$ cat src/rtl/alu_pkg.sv
// Shared types for the ALU lab datapath: serial subtractor FSM states and
// the bit-counter width helper.
package alu_pkg;

  typedef enum logic [1:0] {
    IDLE,
    RUN,
    DONE
  } sub_state_t;

  // Counter width for an n-bit serial operation; n >= 2 keeps this at least 1.
  function automatic int cnt_width(input int n);
    return $clog2(n);
  endfunction

endpackage

$ cat src/rtl/serial_sub_engine_if.sv
// Request/result bundle between the ALU sequencer and serial_sub_engine.
// With SERIAL_SUB_OVF_EN defined the bundle also carries the ovf flag.
interface serial_sub_engine_if #(
  parameter int N = 4
);

  logic         start;
  logic [N-1:0] a;
  logic [N-1:0] b;
  logic         bin;
  logic         busy;
  logic         done;
  logic [N-1:0] diff;
  logic         bout;
`ifdef SERIAL_SUB_OVF_EN
  logic         ovf;

  modport master (output start, a, b, bin,
                  input  busy, done, diff, bout, ovf);
  modport slave  (input  start, a, b, bin,
                  output busy, done, diff, bout, ovf);
`else
  modport master (output start, a, b, bin,
                  input  busy, done, diff, bout);
  modport slave  (input  start, a, b, bin,
                  output busy, done, diff, bout);
`endif

endinterface

$ cat src/rtl/fs_bit_cell.sv
// Purely combinational 1-bit full subtractor: d = a - b - bin, bout = borrow.
module fs_bit_cell (
  input  logic a,
  input  logic b,
  input  logic bin,
  output logic d,
  output logic bout
);

  assign d    = a ^ b ^ bin;
  assign bout = (~a & b) | (~(a ^ b) & bin);

endmodule

$ cat src/rtl/serial_sub_engine.sv
// Bit-serial N-bit subtractor: one bit pair per cycle, LSB first, through a
// single fs_bit_cell. Optional signed overflow output under SERIAL_SUB_OVF_EN.
module serial_sub_engine
  import alu_pkg::*;
#(
  parameter int N = 4
) (
  input logic                 clk,
  input logic                 rst_n,
  serial_sub_engine_if.slave  bus
);

  localparam int CNT_W = cnt_width(N);

  sub_state_t   state_q, state_d;
  logic [N-1:0] a_sh_q, a_sh_d;
  logic [N-1:0] b_sh_q, b_sh_d;
  logic [N-1:0] res_q, res_d;
  logic [N-1:0] diff_q, diff_d;
  logic [CNT_W-1:0] cnt_q, cnt_d;
  logic         brw_q, brw_d;
  logic         bout_q, bout_d;
  logic         busy_q, busy_d;
  logic         done_q, done_d;

  logic cell_d, cell_bout;
  logic accept, last_bit;

  fs_bit_cell u_cell (
    .a    (a_sh_q[0]),
    .b    (b_sh_q[0]),
    .bin  (brw_q),
    .d    (cell_d),
    .bout (cell_bout)
  );

  // A start in DONE is accepted like one in IDLE, so back-to-back ops lose no cycle.
  assign accept   = bus.start && (state_q != RUN);
  assign last_bit = (state_q == RUN) && (cnt_q == CNT_W'(N - 1));

  always_comb begin
    // NOTE: every _d defaults to its _q first so no path leaves a signal unassigned (no latches).
    state_d = state_q;
    a_sh_d  = a_sh_q;
    b_sh_d  = b_sh_q;
    res_d   = res_q;
    diff_d  = diff_q;
    cnt_d   = cnt_q;
    brw_d   = brw_q;
    bout_d  = bout_q;
    busy_d  = busy_q;
    done_d  = 1'b0;

    case (state_q)
      RUN: begin
        res_d  = {cell_d, res_q[N-1:1]};
        brw_d  = cell_bout;
        a_sh_d = a_sh_q >> 1;
        b_sh_d = b_sh_q >> 1;
        cnt_d  = cnt_q + CNT_W'(1);
        if (last_bit) begin
          state_d = DONE;
          diff_d  = {cell_d, res_q[N-1:1]};
          bout_d  = cell_bout;
          busy_d  = 1'b0;
          done_d  = 1'b1;
        end
      end
      default: begin
        busy_d  = 1'b0;
        state_d = IDLE;
        if (accept) begin
          state_d = RUN;
          a_sh_d  = bus.a;
          b_sh_d  = bus.b;
          brw_d   = bus.bin;
          cnt_d   = '0;
          busy_d  = 1'b1;
        end
      end
    endcase
  end

  always_ff @(posedge clk or negedge rst_n) begin
    if (!rst_n) begin
      state_q <= IDLE;
      a_sh_q  <= '0;
      b_sh_q  <= '0;
      res_q   <= '0;
      diff_q  <= '0;
      cnt_q   <= '0;
      brw_q   <= 1'b0;
      bout_q  <= 1'b0;
      busy_q  <= 1'b0;
      done_q  <= 1'b0;
    end else begin
      // NOTE: non-blocking so every flop samples the pre-edge values of the others.
      state_q <= state_d;
      a_sh_q  <= a_sh_d;
      b_sh_q  <= b_sh_d;
      res_q   <= res_d;
      diff_q  <= diff_d;
      cnt_q   <= cnt_d;
      brw_q   <= brw_d;
      bout_q  <= bout_d;
      busy_q  <= busy_d;
      done_q  <= done_d;
    end
  end

  assign bus.busy = busy_q;
  assign bus.done = done_q;
  assign bus.diff = diff_q;
  assign bus.bout = bout_q;

`ifdef SERIAL_SUB_OVF_EN
  // Operand MSBs are kept aside because the shift registers lose them during RUN.
  logic a_msb_q, a_msb_d;
  logic b_msb_q, b_msb_d;
  logic ovf_q, ovf_d;

  always_comb begin
    a_msb_d = a_msb_q;
    b_msb_d = b_msb_q;
    ovf_d   = ovf_q;
    if (accept) begin
      a_msb_d = bus.a[N-1];
      b_msb_d = bus.b[N-1];
    end
    if (last_bit) begin
      ovf_d = (a_msb_q != b_msb_q) && (cell_d != a_msb_q);
    end
  end

  always_ff @(posedge clk or negedge rst_n) begin
    if (!rst_n) begin
      a_msb_q <= 1'b0;
      b_msb_q <= 1'b0;
      ovf_q   <= 1'b0;
    end else begin
      a_msb_q <= a_msb_d;
      b_msb_q <= b_msb_d;
      ovf_q   <= ovf_d;
    end
  end

  assign bus.ovf = ovf_q;
`endif

endmodule

$ cat src/flat_wrapper.sv
// flat-port wrapper written by rule: the top's interface ports become plain ports
module serial_sub_engine_flat import alu_pkg::*;
#(
  parameter int N = 4
)
  (clk, rst_n, bus_start, bus_a, bus_b, bus_bin, bus_busy, bus_done, bus_diff, bus_bout);
  serial_sub_engine_if #(.N(N)) bus_i ();
  input logic clk;
  input logic rst_n;
  input wire logic [$bits(bus_i.start)-1:0] bus_start;
  input wire logic [$bits(bus_i.a)-1:0] bus_a;
  input wire logic [$bits(bus_i.b)-1:0] bus_b;
  input wire logic [$bits(bus_i.bin)-1:0] bus_bin;
  output wire logic [$bits(bus_i.busy)-1:0] bus_busy;
  output wire logic [$bits(bus_i.done)-1:0] bus_done;
  output wire logic [$bits(bus_i.diff)-1:0] bus_diff;
  output wire logic [$bits(bus_i.bout)-1:0] bus_bout;
  assign bus_i.start = bus_start;
  assign bus_i.a = bus_a;
  assign bus_i.b = bus_b;
  assign bus_i.bin = bus_bin;
  assign bus_busy = bus_i.busy;
  assign bus_done = bus_i.done;
  assign bus_diff = bus_i.diff;
  assign bus_bout = bus_i.bout;
  serial_sub_engine #(.N(N)) u_core (.clk(clk), .rst_n(rst_n), .bus(bus_i));
endmodule
$ cat config.mk
export PLATFORM = sky130hd
export DESIGN_NAME = serial_sub_engine_flat
export DESIGN_NICKNAME = d
export VERILOG_FILES = /design/src/rtl/alu_pkg.sv /design/src/rtl/serial_sub_engine_if.sv /design/src/rtl/fs_bit_cell.sv /design/src/rtl/serial_sub_engine.sv /design/src/flat_wrapper.sv
export SDC_FILE = /design/constraint.sdc
export NUM_CORES = 1
export LEC_CHECK = 0
export ABC_AREA = 1
export BUFFER_PORTS_ARGS = -buffer_cell sky130_fd_sc_hd__clkbuf_2
export CAP_MARGIN = 15
export CORE_UTILIZATION = 60
export CTS_BUF_LIST = sky130_fd_sc_hd__clkbuf_8
export DETAILED_ROUTE_END_ITERATION = 10
export GPL_TIMING_DRIVEN = 0
export PLACE_DENSITY = 0.86
export SLEW_MARGIN = 20
export SYNTH_ARGS = -nofsm -noshare
export SYNTH_HDL_FRONTEND = slang
export SYNTH_SLANG_ARGS = --single-unit
$ cat constraint.sdc
create_clock -name clk -period 2.1 [get_ports clk]
set_input_delay 0.315 -clock clk [delete_from_list [all_inputs] [get_ports clk]]
set_output_delay 0.315 -clock clk [all_outputs]
set_load 0.1 [all_outputs]
==> results.md, run 1 <==
* Crit-path cells: clkbuf_2
* Syn avg cell area at 9.12 µm²
* Reg clk slew, reported paths at 70 ps
* Buf+Inv Stages, Crit Path at 1
* Die area at 1780 µm²
* Fin. Hold Viols at 0
* Worst slew pin tran at 540 ps
* DRT Pass-1 Iters at 4
* Max clock buf depth at 2
* Synth Area in Adders at 0.0336
* Pre-CTS WS at 901 ps
* Placed Area at 1080 µm²
* Total setup buffers inserted after CTS at 0
* # diodes at 0
* Setup_tns at 0 ps
* RSZ-0062 raised after global routing: no
* Largest family of logic cells by synthesized area: simple AND/OR/NAND/NOR gates
* Flops & latches, synth at 22
* Max Freq at 677 MHz
* Worst rel slew slack at 0.641
* XOR/XNOR Fraction of Synth Area at 0
* Routed len/inst at 12.4 µm
* Mapped cell area at 967 µm²
* Cell count after synthesis at 106
* Setup ws final at 623 ps
* Crit path launch type: flip-flop
* Final WL at 1790 µm
* CTS tree: built
* Max Used Layer: met4
* DR WL met3 at 85 µm
* Worst path slowest cell: clkbuf_2
* DR vias/cell at 5.31
* Sequential cell area fraction in the yosys report at 0.569
* Post-synthesis simple-gate area fraction at 0.313
* Critical path depth at 1
* Delay of the slowest cell on the worst path at 480 ps
* Clock latency on the worst-skew pair at 260 ps
* Clock Skews at 2.58 ps
* Syn nets at 120
* Synth warn at 0
* Crit path required time at 1780 ps
* Htree depth at 1
* Routed met2 length at 884 µm
* CP arrival at 1160 ps
* Global route overflow at 0
* Tot GR Track Use at 0.232
* Fin crit share at 0.703
* Proportion of synthesized area in mux cells at 0
* Worst Path Class, Setup: flip-flop to output pin
* Critical Path Fanout Max at 3
* Post-route ant nets at 0
* Layout filler cell count at 106
* Clock sinks at 22
* Root Driver: clkbuf_8
* Hold WC Path Type: input port to asynchronous set/reset pin
* GPL Wtd Cong at 0.782
* Largest net degree at the start of global routing at 23
* Post-cts sizing count at 0
* Core footprint at 1510 µm²
* Dpl hpwl at 1230 µm
* Slew Viols, Final at 0
* Share of layout cells above drive strength 1 at 0.242
* CTS Hold Bufs at 0
* Netlist cell types at 13
* Effective utilization at floorplan at 0.642
* Core Util, Final at 0.752
* First-pass GRT wire length at 3070 µm
* Crit end category: output pin
* TritonCTS Buffers at 3
* DRC marker count from the first detailed-route iteration at 27
* R2r worst-path depth at 3
* Layout area overhead at 17.1%
* PortBufs at 18
* Vias in the first global route at 733
* Post-synthesis compound-gate area fraction at 0.0103
* Met1 WL at 776 µm
* I/O pin count at 19
* Crit path time final at 1480 ps
* Setup violators final at 0
* Die X at 42.2 µm
* Die height at 42.2 µm
* Final layout net count at 143
* Max-cap viol count at 0
* Layout Cell Area excl Fill at 1130 µm²
* # DRC at 0
* Delay-heaviest family, CP: buffers and inverters
* Row count at 14
* DR vias at 765
* Status: finished, final reports clean
* Initial antenna violation count at 0
-- registers in the layout, summed over array words and instances (netlist names) --
name and count:
u_core.state_q 2, u_core.bus.done 1, u_core.cnt_q 2, u_core.brw_q 1, u_core.bus.bout 1, u_core.res_q 3
u_core.a_sh_q 4, u_core.b_sh_q 4, u_core.bus.diff 4
-- synthesized netlist by cell type --
library cell  count  area share
nand2_1          38        0.15
fa_1              1       0.021
nand2_4           1       0.012
dfrtp_1          22        0.57
inv_1             7       0.027
buf_6             2       0.023
nand3_1          23        0.12
nor2_4            2       0.023
nor2_1            3       0.012
buf_4             2       0.016
o21ai_0           2       0.010
ha_1              1       0.013
inv_2             2      0.0078
-- placed cells by master (no fill, tap or decap) --
master and n:
inv_2 2, nor2_4 2, buf_6 2, nand2_1 38, buf_4 2, clkbuf_8 4
ha_1 1, fa_1 1, inv_1 7, o21ai_0 2, nor2_1 3, nand3_1 23
dfrtp_1 22, clkbuf_2 18, nand2_4 1
-- layer usage --
layer	GRT usage	vias to the layer above
met5	0	-
met4	0.125	0
met3	0.0302	6
met2	0.391	33
met1	0.291	349
li1	-	377
-- metrics by stage --
| step | hold WS, ps | cells |
|---|---|---|
| final | 19.5 | 144 |
| after CTS | 36.2 | 144 |
| after detailed placement | 318 | 140 |
| after floorplan | 19.4 | 106 |
| after global routing | 56.0 | 144 |
| after global placement | 316 | 140 |
-- logic make-up (layout without fill, tap and decap cells) --
group | count (synthesis) | in the layout
and+or+nand+nor | 67 | 67
DFF | 22 | 22
AOI/OAI and AO/OA | 2 | 2
buffers and inverters | 13 | 35
adders and majority gates | 2 | 2
-- path summary, 6_finish.rpt --
check	to	slack (ps)	start
max in group asynchronous	u_core.a_sh_q[1]	1730	rst_n
setup / recovery	bus_busy	620	u_core.state_q[0]
hold reg to reg	u_core.bus.diff[1]	470	u_core.bus.diff[1]
setup reg to reg	u_core.res_q[3]	910	u_core.a_sh_q[0]
min in group clk	u_core.b_sh_q[3]	280	bus_b[3]
hold / removal	u_core.bus.done	20	rst_n
-- layout make-up --
cell class	count	area [µm²]	area share
plain buffers	4	37.5	0.0331
clock buffers	4	55.1	0.0486
inverters	9	33.8	0.0298
multi-input cells	71	345	0.305
flip-flops and latches	22	551	0.486
well taps	16	20.0	0.0177
repair buffers	18	90.1	0.0796
-- worst reg2reg max path: cells and delay by family, from the launching register on --
family	cells	cell delay, ps
adder cells (fa/ha/maj)	1	510
AND/OR/NAND/NOR	1	80
AO/OA/AOI/OAI	1	80
flip-flops	1	410
Power of run 1 is left out: the tool's default activity adds up to more than one toggle a clock period on the data nets, which glitch-free logic cannot reach.
==> run 2: changes to the inputs <==
ABC_AREA = 0   (was 1)
CORE_UTILIZATION = 56   (was 60)
PLACE_DENSITY = 0.81   (was 0.86)
clock period = 1.4 ns   (was 2.1 ns; I/O delays follow)
==> run 2 against run 1 <==
- critical path type unchanged
- the run now ends with design-rule violations left
- register-to-register slack lost 820 ps
- cell count shrank 26%
- first-iteration DRC count shrank 67%
- clock skew is essentially flat
- largest cell class unchanged
- die area grew 8.6%
==> results.md, run 2 <==
* Tot GR Track Use at 0.190 (was 0.232)
* Most common cell after layout, fill and taps aside: dfrtp_1 (was nand2_1)
* Critical Path Fanout Max at 4 (was 3)
* Most frequent cells in the layout: dfrtp_1, clkbuf_2, mux2_2 (was nand2_1, nand3_1, dfrtp_1)
* Synth top area cells: dfrtp_1, mux2_2, mux2_4 (was dfrtp_1, nand2_1, nand3_1)
* Die height at 43.9 µm (was 42.2 µm)
* Global route overflow at 0 (unchanged)
* First-pass GRT wire length at 2590 µm (was 3070 µm)
* GPL Wtd Cong at 0.714 (was 0.782)
* Post-route ant nets at 0 (unchanged)
* Row count at 14 (unchanged)
* Root Driver: clkbuf_8 (unchanged)
* Htree depth at 1 (unchanged)
* Crit-path cells: clkbuf_2 (unchanged)
* DRC marker count from the first detailed-route iteration at 9 (was 27)
* Final WL at 1490 µm (was 1790 µm)
* Worst rel slew slack at 0.640 (was 0.641)
* Fin crit share at 0.961
* Failing checks: design-rule violations
* Dpl hpwl at 1050 µm (was 1230 µm)
* Flops & latches, synth at 22 (unchanged)
* Mapped cell area at 985 µm² (was 967 µm²)
* I/O pin count at 19 (unchanged)
* Max Freq at 743 MHz
* DR vias/cell at 5.22 (was 5.31)
* Worst path slowest cell: clkbuf_2 (unchanged)
* # diodes at 0 (unchanged)
* Synth warn at 0 (unchanged)
* Crit path time final at 1350 ps
* Fin. Hold Viols at 0 (unchanged)
* Worst slew pin tran at 543 ps (was 540 ps)
* Synth area leader: dfrtp_1 (unchanged)
* Fraction of registers with async set/reset at 1.00 (unchanged)
* CP arrival at 1140 ps (was 1160 ps)
* Clock Skews at 2.20 ps (was 2.58 ps)
* Effective utilization at floorplan at 0.625 (was 0.642)
* Top cells by count, synth: dfrtp_1, mux2_2, mux2_4 (was nand2_1, nand3_1, dfrtp_1)
* Final layout net count at 106 (was 143)
* PortBufs at 18 (unchanged)
* Die area at 1930 µm² (was 1780 µm²)
* Slew Viols, Final at 0 (unchanged)
* Max clock buf depth at 2 (unchanged)
* Clock latency on the worst-skew pair at 260 ps (about the same)
* # DRC at 1 (was 0)
* Sequential cell area fraction in the yosys report at 0.559 (was 0.569)
* Syn nets at 79 (was 120)
* Delay-heaviest family, CP: buffers and inverters (unchanged)
* Synth top area share at 0.559 (was 0.569)
* Crit end category: output pin (unchanged)
* Crit path launch type: flip-flop (unchanged)
* DRT Pass-1 Iters at 9 (was 4)
* Vias in the first global route at 600 (was 733)
* Initial antenna violation count at 0 (unchanged)
* Worst Path Class, Setup: flip-flop to output pin (unchanged)
* Cell count after synthesis at 65 (was 106)
* Reg2reg start: u_core.cnt_q[0] (was u_core.a_sh_q[0])
* Routed len/inst at 13.9 µm (was 12.4 µm)
* Hold WC Path Type: input port to flip-flop (was input port to asynchronous set/reset pin)
* Status: complete, but fails checks (was finished, final reports clean)
* Crit path from: u_core.state_q[0] (unchanged)
* Die X at 43.9 µm (was 42.2 µm)
* Setup_tns at 0 ps (unchanged)
* Setup violators final at 0 (unchanged)
* Share of layout cells above drive strength 1 at 0.527 (was 0.242)
* DR vias at 559 (was 765)
* Syn avg cell area at 15.1 µm² (was 9.12 µm²)
* Layout area overhead at 20.8% (was 17.1%)
* Reg clk slew, reported paths at 80 ps (was 70 ps)
* Crit path required time at 1190 ps (was 1780 ps)
* Clock sinks at 22 (unchanged)
* Post-synth EDFFs at 0 (unchanged)
* Netlist cell types at 15 (was 13)
* Largest net degree at the start of global routing at 23 (unchanged)
* HP Start: bus_a[3]
* RSZ-0062 raised after global routing: no (unchanged)
* TritonCTS Buffers at 3 (unchanged)
* Core footprint at 1580 µm² (was 1510 µm²)
* Buf+Inv Stages, Crit Path at 1 (unchanged)
* Count leader, synth: dfrtp_1 (was nand2_1)
* CTS tree: built (unchanged)
* Delay of the slowest cell on the worst path at 460 ps (was 480 ps)
* Max-cap viol count at 0 (unchanged)
* Most common flop cell mapped by yosys: dfrtp_1 (unchanged)
run 2: cell count changes after synthesis, sizes merged, moves of 3 or more:
| cell | delta |
|---|---|
| nand2 | -39 |
| nand3 | -23 |
| mux2 | +20 |
| mux2i | +6 |
| inv | -4 |
| nor2 | -3 |
run 2: area by class of cell:
class / count / area, µm²
Clock buffer: 4 / 55.1
Timing Repair Buffer: 22 / 123
Buffer: 2 / 22.5
Multi-Input combinational cell: 36 / 397
Fill cell: 106 / 387
Sequential cell: 22 / 554
Tap cell: 16 / 20.0
Inverter: 5 / 18.8
run 2: logic make-up (layout without fill, tap and decap cells):
kind of cell / Yosys count / in the layout / share of synthesized area
muxes: 26 / 26 / 0.320
DFF: 22 / 22 / 0.559
and+or+nand+nor: 7 / 7 / 0.0419
buffers and inverters: 7 / 33 / 0.0381
AOI/OAI and AO/OA: 1 / 1 / 0.00763
adders and majority gates: 2 / 2 / 0.0330
run 2: worst paths after layout:
| kind | end | depth (start not counted) | slack, ps |
|---|---|---|---|
| setup / recovery | bus_busy | 1 | 50 |
| hold / removal | u_core.a_sh_q[3] | 3 | 200 |
| min in group asynchronous | u_core.a_sh_q[0] | 2 | 460 |
| setup reg to reg | u_core.bus.diff[0] | 4 | 90 |
| max in group asynchronous | u_core.state_q[0] | 2 | 540 |
| hold reg to reg | u_core.cnt_q[0] | 1 | 480 |
run 2: layer usage:
layer / up-vias / track usage / share of wire
li1: 273 / - / -
met1: 270 / 0.228 / 0.46
met2: 14 / 0.328 / 0.49
met3: 2 / 0.0375 / 0.032
met4: 0 / 0.0909 / 0.010
met5: - / 0 / 0
run 2: worst reg2reg max path, delay by kind of cell, from the launching register on:
family	cells	cell delay, ps
buf+inv	1	150
fa+ha+maj	1	200
mux	1	320
simple gates	1	130
flops	1	400
run 2: repair_timing:
action	CTS	global route
hold endpoints to repair	22	0
resized for setup	0	0
buffers inserted	0	3
hold buffers	1	0
setup endpoints to repair	0	4
run 2: stage by stage:
step	area, µm²	std cells	hold slack, ps	utilization	worst slack [ps]
5_1_grt	1190	107	193	0.755	36.1
6_report	1190	107	195	0.755	54.3
2_1_floorplan	992	65	-85.6	-	9.59
4_1_cts	1170	104	196	0.740	3.74
3_5_place_dp	1100	99	209	0.699	21.5
3_3_place_gp	1100	99	206	0.699	15.9
Power of run 2 is left out for the same reason.
==> run 3: changes to the inputs <==
CELL_PAD_IN_SITES_DETAIL_PLACEMENT = 2   (was not set)
CELL_PAD_IN_SITES_GLOBAL_PLACEMENT = 2   (was not set)
CORE_ASPECT_RATIO = 1.75   (was not set)
CORE_UTILIZATION = 39   (was 56)
PLACE_DENSITY = not set   (was 0.81)
PLACE_DENSITY_LB_ADDON = 0.1   (was not set)
==> run 3 against run 2 <==
- die area increased by 42%
- first-iteration DRC count decreased by 44%
- the flow now finishes without violations
- fmax decreased by 1.8%
- sequential share of layout area increased by 0.25 points
- clock skew increased by 6.2 ps
- design area decreased by 0.53%
- count of clock-buffer cells in the layout decreased by 1
- via count increased by 4.1%
- wire length increased by 24%
- cell count increased by 7.5%
- core utilization decreased by 25 points
- worst setup slack got worse by 25 ps
==> results.md, run 3 (synthesis gave the netlist of run 2 again) <==
* Status: finished, final reports clean (was complete, but fails checks)
* Critical Path Fanout Max at 4 (unchanged)
* Initial antenna violation count at 0 (unchanged)
* DRT Pass-1 Iters at 2 (was 9)
* TritonCTS Buffers at 3 (unchanged)
* Clock latency on the worst-skew pair at 260 ps (about the same)
* Clock Skews at 8.44 ps (was 2.20 ps)
* Vias in the first global route at 640 (was 600)
* Die area at 2740 µm² (was 1930 µm²)
* Slew Viols, Final at 0 (unchanged)
* Die X at 40.0 µm (was 43.9 µm)
* I/O pin count at 19 (unchanged)
* Crit-path cells: clkbuf_2 (unchanged)
* Reg clk slew, reported paths at 80 ps (about the same)
* First-pass GRT wire length at 3040 µm (was 2590 µm)
* DR vias at 582 (was 559)
* Worst Path Class, Setup: flip-flop to output pin (unchanged)
* Max-cap viol count at 0 (unchanged)
* Worst rel slew slack at 0.630 (was 0.640)
* Worst slew pin tran at 554 ps (was 543 ps)
* Die height at 68.5 µm (was 43.9 µm)
* Routed len/inst at 16.0 µm (was 13.9 µm)
* Crit path required time at 1190 ps (about the same)
* Share of layout cells above drive strength 1 at 0.511 (was 0.527)
* Fin crit share at 0.979 (was 0.961)
* DR vias/cell at 5.06 (was 5.22)
* Layout filler cell count at 234 (was 106)
* Layout area overhead at 20.2% (was 20.8%)
* GPL Wtd Cong at 0.647 (was 0.714)
* Clock sinks at 22 (unchanged)
* Most common cell after layout, fill and taps aside: dfrtp_1 (unchanged)
* Effective utilization at floorplan at 0.422 (was 0.625)
* Final WL at 1840 µm (was 1490 µm)
* Crit path time final at 1370 ps (was 1350 ps)
* Most frequent cells in the layout: dfrtp_1, clkbuf_2, mux2_2 (unchanged)
* Tot GR Track Use at 0.172 (was 0.190)
* Post-route ant nets at 0 (unchanged)
* # diodes at 0 (unchanged)
* Final layout net count at 105 (was 106)
* Htree depth at 1 (unchanged)
* Max clock buf depth at 2 (unchanged)
* Root Driver: clkbuf_8 (unchanged)
* Setup_tns at 0 ps (unchanged)
* CTS tree: built (unchanged)
* Hold WC Path Type: input port to flip-flop (unchanged)
* Row count at 23 (was 14)
* RSZ-0062 raised after global routing: no (unchanged)
* Max Freq at 730 MHz (was 743 MHz)
* Worst path slowest cell: clkbuf_2 (unchanged)
* DRC marker count from the first detailed-route iteration at 5 (was 9)
* Delay-heaviest family, CP: buffers and inverters (unchanged)
* Buf+Inv Stages, Crit Path at 1 (unchanged)
* Crit end category: output pin (unchanged)
* PortBufs at 18 (unchanged)
* Crit path launch type: flip-flop (unchanged)
* Core footprint at 2330 µm² (was 1580 µm²)
* Post-cts sizing count at 0 (unchanged)
* # DRC at 0 (was 1)
* Delay of the slowest cell on the worst path at 460 ps (about the same)
* Largest net degree at the start of global routing at 23 (unchanged)
* Global route overflow at 0 (unchanged)
* Dpl hpwl at 1370 µm (was 1050 µm)
* Fin. Hold Viols at 0 (unchanged)
* CP arrival at 1160 ps (was 1140 ps)
* Setup violators final at 0 (unchanged)
run 3: cell types whose count changed in the layout (fill, tap and decap cells not counted):
cell      previous run  this run
buf_4                3         2
clkbuf_8             4         3
inv_1                5         6
run 3: final timing paths:
check	start	to	slack (ps)	depth (start not counted)
setup / recovery	u_core.state_q[0]	bus_busy	30	1
hold reg to reg	u_core.cnt_q[0]	u_core.cnt_q[0]	490	1
min in group asynchronous	rst_n	u_core.res_q[2]	460	2
hold / removal	bus_a[3]	u_core.a_sh_q[3]	210	3
max in group asynchronous	rst_n	u_core.state_q[0]	520	2
setup reg to reg	u_core.a_sh_q[0]	u_core.res_q[3]	80	2
run 3: routing by layer:
layer  global-route usage  vias up  part of all wire
met1                0.201      294              0.41
met3               0.0390        4             0.036
met4               0.0905        0             0.022
li1                     -      269                 -
met5                    0        -                 0
met2                0.280       15              0.53
run 3: cell type report:
cell class,count,area (µm²),share of cell area
Sequential cell,22,554,0.468
Multi-Input combinational cell,36,397,0.335
Timing Repair Buffer,21,115,0.0973
Clock buffer,3,41.3,0.0349
Tap cell,25,31.3,0.0264
Buffer,2,22.5,0.0190
Inverter,5,18.8,0.0159
Clock inverter,1,3.75,0.00317
run 3: repair_timing:
item,CTS,global route
hold buffers,1,0
buffers inserted,2,0
endpoints found under the hold margin,22,0
endpoints found under the setup margin,4,0
run 3: metrics by stage:
step                      hold slack (ps)  instances  setup slack, ps   util  cell area, µm²
after floorplan                     -85.6         65             9.59      -             992
after global placement                212        108            0.391  0.478            1110
after detailed placement              231        108            -15.7  0.478            1110
after CTS                             200        115             29.5  0.508            1180
after global routing                  248        115             5.44  0.508            1180
final                                 211        115             29.4  0.508            1180
Power of run 3 is left out for the same reason.
